<file path="src/rtl/alu_channel_array.sv">
// Multi-lane ALU behind a 2-stage valid/ready pipeline, with a per-lane accumulator,
// carry/borrow and zero flags, and a wrapping count of delivered result bundles.
module alu_channel_array #(
  parameter int unsigned WIDTH    = 4,
  parameter int unsigned CHANNELS = 2,
  parameter int unsigned CNTW     = 16
) (
  input  logic                           clock,
  input  logic                           resetb,
  input  logic                           in_valid,
  output logic                           in_ready,
  input  logic [CHANNELS*WIDTH-1:0]      a,
  input  logic [CHANNELS*WIDTH-1:0]      b,
  input  logic [CHANNELS*3-1:0]          sel,
  input  logic                           acc_clr,
  output logic                           out_valid,
  input  logic                           out_ready,
  output logic [CHANNELS*(WIDTH+1)-1:0]  result,
  output logic [CHANNELS-1:0]            zero,
  output logic [CNTW-1:0]                txn_count
);

  localparam int unsigned RW = WIDTH + 1;

  localparam logic [2:0] OpAdd     = 3'b000;
  localparam logic [2:0] OpSub     = 3'b001;
  localparam logic [2:0] OpAnd     = 3'b010;
  localparam logic [2:0] OpOr      = 3'b011;
  localparam logic [2:0] OpXor     = 3'b100;
  localparam logic [2:0] OpAccAdd  = 3'b101;
  localparam logic [2:0] OpAccLoad = 3'b110;
  localparam logic [2:0] OpAccRead = 3'b111;

  logic                          r_v1;
  logic                          r_v2;
  logic [CHANNELS*WIDTH-1:0]     r_a;
  logic [CHANNELS*WIDTH-1:0]     r_b;
  logic [CHANNELS*3-1:0]         r_sel;
  logic [CHANNELS*RW-1:0]        r_result;
  logic [CHANNELS-1:0]           r_zero;
  logic [CNTW-1:0]               r_txn;

  logic                          w_adv2;
  logic                          w_accept;
  logic                          w_xfer;
  logic [CHANNELS*RW-1:0]        w_result;
  logic [CHANNELS-1:0]           w_zero;

  assign w_adv2   = ~r_v2 | out_ready;
  assign in_ready = ~r_v1 | w_adv2;
  assign w_accept = in_valid & in_ready;
  assign w_xfer   = w_adv2 & r_v1;

  assign out_valid = r_v2;
  assign result    = r_result;
  assign zero      = r_zero;
  assign txn_count = r_txn;

  // Stage 1: operand capture.
  always_ff @(posedge clock or negedge resetb) begin
    if (!resetb) begin
      r_v1  <= 1'b0;
      r_a   <= '0;
      r_b   <= '0;
      r_sel <= '0;
    end else if (w_accept) begin
      r_v1  <= 1'b1;
      r_a   <= a;
      r_b   <= b;
      r_sel <= sel;
    end else if (w_adv2) begin
      r_v1  <= 1'b0;
    end
  end

  // Stage 2: computed results, held while the consumer stalls.
  always_ff @(posedge clock or negedge resetb) begin
    if (!resetb) begin
      r_v2     <= 1'b0;
      r_result <= '0;
      r_zero   <= '1;
    end else if (w_xfer) begin
      r_v2     <= 1'b1;
      r_result <= w_result;
      r_zero   <= w_zero;
    end else if (out_ready) begin
      r_v2     <= 1'b0;
    end
  end

  always_ff @(posedge clock or negedge resetb) begin
    if (!resetb) begin
      r_txn <= '0;
    end else if (r_v2 && out_ready) begin
      r_txn <= r_txn + CNTW'(1);
    end
  end

  for (genvar g = 0; g < CHANNELS; g++) begin : g_lane
    logic [WIDTH-1:0] w_a;
    logic [WIDTH-1:0] w_b;
    logic [2:0]       w_op;
    logic [RW-1:0]    w_r;
    logic [WIDTH-1:0] w_acc_nxt;
    logic [WIDTH-1:0] r_acc;

    assign w_a  = r_a[g*WIDTH +: WIDTH];
    assign w_b  = r_b[g*WIDTH +: WIDTH];
    assign w_op = r_sel[g*3 +: 3];

    always_comb begin
      w_r       = '0;
      w_acc_nxt = r_acc;
      unique case (w_op)
        OpAdd:     w_r = {1'b0, w_a} + {1'b0, w_b};
        OpSub:     w_r = {1'b0, w_a} - {1'b0, w_b};
        OpAnd:     w_r = {1'b0, w_a & w_b};
        OpOr:      w_r = {1'b0, w_a | w_b};
        OpXor:     w_r = {1'b0, w_a ^ w_b};
        OpAccAdd: begin
          w_r       = {1'b0, r_acc} + {1'b0, w_a};
          w_acc_nxt = w_r[WIDTH-1:0];
        end
        OpAccLoad: begin
          w_r       = {1'b0, w_a};
          w_acc_nxt = w_a;
        end
        OpAccRead: w_r = {1'b0, r_acc};
        default:   w_r = '0;
      endcase
    end

    assign w_result[g*RW +: RW] = w_r;
    assign w_zero[g]            = ~|w_r[WIDTH-1:0];

    // Clear beats a coincident update; the outgoing result still used the old value.
    always_ff @(posedge clock or negedge resetb) begin
      if (!resetb) begin
        r_acc <= '0;
      end else if (acc_clr) begin
        r_acc <= '0;
      end else if (w_xfer) begin
        r_acc <= w_acc_nxt;
      end
    end
  end

endmodule

</file>
<file path="config.mk">
export PLATFORM = sky130hd
export DESIGN_NAME = alu_channel_array
export DESIGN_NICKNAME = d
export VERILOG_FILES = /design/src/rtl/alu_channel_array.sv
export SDC_FILE = /design/constraint.sdc
export NUM_CORES = 1
export LEC_CHECK = 0
export CORE_AREA = 3 3 84 146
export DETAILED_ROUTE_END_ITERATION = 8
export DIE_AREA = 0 0 87 149
export HOLD_SLACK_MARGIN = 0.05
export MAX_ROUTING_LAYER = met4
export PLACE_DENSITY = 0.58
export SYNTH_ARGS = -nofsm -noshare
export SYNTH_HDL_FRONTEND = slang
export SYNTH_SLANG_ARGS = --single-unit
</file>
<file path="constraint.sdc">
create_clock -name clock -period 6.12 [get_ports clock]
set_clock_uncertainty 0.05 [all_clocks]
set_input_delay 1.836 -clock clock [delete_from_list [all_inputs] [get_ports clock]]
set_output_delay 1.836 -clock clock [all_outputs]
set_load 0.005 [all_outputs]
</file>
Yosys cells after proc, flatten, opt, wreduce, memory -nomap -nowiden
Index checks and enable logic that the tools add are counted.

Bitwise gates (word level): 12. Add/sub/neg operators: 7. Reductions and logical operators: 14. Equal/unequal tests: 14. Mux-type cells: 12.

Operator list (number): 5-bit case mux with 8 select lines (2); 3-bit equality test (second input constant) (8); 4-bit by 4-bit adder with 5-bit output (4); 16-bit by 1-bit adder with 16-bit output (second input constant) (1); 4-bit 2-to-1 mux (4); 4-bit case mux with 2 select lines (2); 3-bit by 2-bit equality test with 1-bit output (second input constant) (4); 4-bit by 4-bit subtractor with 5-bit output (2); 4-bit AND (2); 4-bit OR (2); 4-bit OR reduction (2); 4-bit XOR (2); 3-bit by 1-bit equality test with 1-bit output (second input constant) (2); 3-bit zero test (2); 2-bit nonzero test (3); 3-bit nonzero test (2); 1-bit 2-to-1 mux (4); 2-bit AND reduction (2); 1-bit AND (2); 1-bit zero test (2); 1-bit NOT (2); 1-bit OR (2); 1-bit logical AND (1).

Output and inout bits: 30. Bits in registers: 60. Word-level logic and storage cells: 69. Input port bits: 27.

Longest topological paths before layout
Depth in word-level cells: 5. Gate-level depth with buffers: 13. Mapped depth without buffers: 11.

Worst setup path before layout
OpenSTA, ideal clock, no wires.

Path kind: input-to-output. Start: input out_ready. End: output in_ready. Path slack: 2.219 ns. Data required time: 4.234 ns. Buffers on the path: 0. Arrival time: 2.015 ns. Stages on the path: 1. Cell sequence: nand3b_1.

Word-level cells in the longest chain between the ends: 2.

RTL lines: from (decl) (RTL line 17) `input logic out_ready,`; 1-bit OR (RTL line 49) `assign w_adv2 = ~r_v2 | out_ready;`; 1-bit OR (RTL line 50) `assign in_ready = ~r_v1 | w_adv2;`; to (decl) (RTL line 11) `output logic in_ready,`.

No other way between the ends.

Final worst setup path
Ends and elaborated chain as after synthesis.

==> qor.csv <==
stage;metric;value;unit
clock_network;clk_lat worst skew;0.33;ns
yosys;FFs w/ async S/R, synth;100;%
setup_path;critical-path maximum fanout;3;
die;site row count;51;
setup_path;Setup crit start kind;input pin;
clock_network;postcts setup bufs;0;
global_route;total track usage;16.3;%
yosys;Mapped Cells;393;
yosys;Post-synth EDFFs;0;
layout;fin nets;511;
routing;Vias;3060;
die;Initial Util;35.0;%
job;Max Cap Viol;0;
clock_network;clk slew on worst S/H paths;0.05;ns
die;chip width;87;microns
die;full die area;13000;sq um
die;io pins;57;
timing;Hold Vio Cnt, Final;0;
die;core area;11200;sq um
power;Power Density;363;nW/um^2
timing;Setup Viol. Count Final;0;
yosys;Synth area leaders;dfrtp_1, ha_1, mux2_2;
routing;First DRT Iteration DRCs;103;
setup_path;cell mode on critical path;clkdlybuf4s50_1;
yosys;Synth Area per Inst;9.94;sq um
setup_path;CP peak stage delay;0.52;ns
power;IR drop worst, VDD;174;uV
clock_network;Root Driver;clkbuf_16;
global_route;vias in the first global route;3228;
clock_network;htree depth;3;
yosys;cell taking the most area after synthesis;dfrtp_1;
global_route;gr ovfl total;0;
timing;Worst Tran Pin Value;1.02;ns
placed_design;DP HPWL;7060;microns
die;die height;149;microns
clock_network;clock tree sinks;60;
routing;drt drc;0;
routing;final wirelength;9480;microns
clock_network;CTS tree;built;
yosys;unique cell type count in the Yosys netlist;49;
layout;fin cells;582;
timing;fin crit share;79.6;%
placed_design;Placed Cells;566;
setup_path;CP delay by family, top;buffers and inverters;
setup_path;CP Buf/Inv Count;2;
setup_path;Critical Path AT;2.99;ns
yosys;synth warn;0;
layout;fill count;1110;
setup_path;CP max-delay cell;clkdlybuf4s50_1;
power;P_leak;2.13;nW
routing;routed length per instance;16.3;microns
placed_design;RePlAce Congestion;0.861;
timing;RSZ-0062 raised after global routing;no;
timing;setup TNS;0;ns
global_route;largest net degree at the start of global routing;61;
layout;layout cells sized above 1;11.3;%
yosys;Mapped Nets;459;
worst_hold_path;Worst Hold Class;flop to flop;
timing;Slew Limit Fails;0;
global_route;initial antenna violation count;0;
clock_network;Post-CTS Hold Buffers;0;
yosys;#FFs+latches synth;60;
clock_network;clock buffer depth;2;
setup_path;required time of the critical path;4.23;ns
setup_path;WS Path Type;input pin to output pin;
clock_network;post-CTS sizing;0;
yosys;mapped cell area;3910;sq um
setup_path;CP Capture Type;output pin;
yosys;register area share after synthesis;38.5;%
yosys;post-synth top area share;37.2;%
outcome;status;completed;
clock_network;CTS Buf Count;9;
timing;post-route minimum period;4.87;ns
placed_design;Port Buffer Count;56;
routing;drt pass-1 iters;4;
routing;Detail Route Antenna Nets;0;
layout;Area Growth Syn to Fin;23.5;%
global_route;first-pass GRT wire length;15900;microns
routing;Vias/cell;5.26;
setup_path;Critical Path, Cell by Cell;clkdlybuf4s50_1 > nand3b_1 > clkdlybuf4s50_1;
timing;Max-slew headroom;31.9;%
layout;Antenna diodes;0;
yosys;Most used DFF post-synth;dfrtp_1;
timing;Max Freq;0.205;GHz
power breakdown:
group          switching (mW)  internal [mW]  leakage (nW)  total (mW)
Combinational           0.297          0.359          1.26       0.656
Clock                   0.189          0.285         0.132       0.475
Sequential              0.130          0.492         0.737       0.622
Total                   0.616           1.14          2.13        1.75
synth_stat cells (3+ instances only):
| master | number |
|---|---|
| nand2_1 | 41 |
| mux2_2 | 28 |
| ha_1 | 35 |
| a21o_1 | 5 |
| nand4_1 | 5 |
| o31ai_1 | 10 |
| nor2b_1 | 7 |
| a31oi_1 | 5 |
| dfrtp_1 | 58 |
| a21oi_1 | 25 |
| a22oi_1 | 4 |
| o21ai_0 | 15 |
| fa_1 | 4 |
| o21a_1 | 3 |
| xnor2_1 | 21 |
| nand3_1 | 9 |
| buf_2 | 11 |
| xor2_1 | 8 |
| nand3b_1 | 3 |
| inv_1 | 24 |
| nor2_1 | 22 |
| nand2b_1 | 10 |
| nor3_1 | 3 |
| and3_1 | 3 |
placed cells by master, fill, tap and decap left out, types with 4 or more instances in the layout:
cell type | synthesis | layout
dfrtp_1 | 58 | 58
clkdlybuf4s50_1 | 0 | 55
nand2_1 | 41 | 41
ha_1 | 35 | 35
mux2_2 | 28 | 28
a21oi_1 | 25 | 25
inv_1 | 24 | 24
nor2_1 | 22 | 22
xnor2_1 | 21 | 21
o21ai_0 | 15 | 15
o31ai_1 | 10 | 10
nand2b_1 | 10 | 10
nand3_1 | 9 | 9
clkbuf_16 | 0 | 9
xor2_1 | 8 | 8
nor2b_1 | 7 | 7
a31oi_1 | 5 | 5
a21o_1 | 5 | 5
nand4_1 | 5 | 5
a22oi_1 | 4 | 4
fa_1 | 4 | 4
path summary, 6_finish.rpt:
path                       depth (start not counted)       from            to  slack (ns)
max in group asynchronous                          2     resetb     result[8]        3.88
hold reg to reg                                    2  result[5]     result[5]        0.43
hold / removal                                     2  result[5]     result[5]        0.43
setup / recovery                                   3  out_ready      in_ready        1.25
setup reg to reg                                  10   r_sel[5]       zero[1]        3.22
min in group asynchronous                          2     resetb  txn_count[9]        1.60
state kept, by name, indices dropped and copies added (netlist names):
| signal | cells |
|---|---|
| txn_count | 16 |
| result | 10 |
| g_lane.r_acc | 8 |
| r_a | 8 |
| r_b | 8 |
| r_sel | 6 |
| zero | 2 |
| out_valid | 1 |
| r_v1 | 1 |
stage by stage:
stage	instance area, sq um	worst slack [ns]	utilization, %	total power, mW	hold slack [ns]
6_report	4830	1.25	43.2	1.75	0.427
5_1_grt	4830	1.17	43.2	1.89	0.464
4_1_cts	4830	1.24	43.2	1.78	0.432
3_5_place_dp	4550	1.24	40.7	1.29	0.419
3_3_place_gp	4550	1.26	40.7	1.27	0.410
2_1_floorplan	3910	2.22	-	1.03	0.416
area by class of cell:
cell class | instances | area (sq um) | share of cell area, %
multi-input cells | 293 | 2220 | 46.1
clock buffers | 11 | 243 | 5.03
repair buffers | 57 | 563 | 11.7
flip-flops and latches | 60 | 1500 | 31.2
well taps | 132 | 165 | 3.42
inverters | 24 | 90.1 | 1.87
clock inverters | 5 | 37.5 | 0.778
cell families after synthesis:
kind of cell               count (synthesis)  share of synthesized area (%)
DFF                                       60                           38.5
muxes                                     33                           10.1
xor gates and xnor gates                  29                           6.50
adders and majority gates                 39                           13.3
AOI/OAI and AO/OA                         82                           13.5
and+or+nand+nor                          110                           13.5
buffers and inverters                     40                           4.58
routing by layer:
layer	GRT usage (%)	vias to the layer above	share of wire, %	wire [microns]
li1	-	1480	-	-
met1	16.4	1504	37	3530
met2	29.4	52	56	5330
met3	3.04	24	2.6	249
met4	8.35	0	4.0	375
met5	-	-	0	0
worst min-delay path: stages (launching register included):
cell	delay, ns
dfrtp_1	0.34
nand2_1	0.05
nand2_1	0.05
No activity file was read; power rests on OpenSTA's default activity.
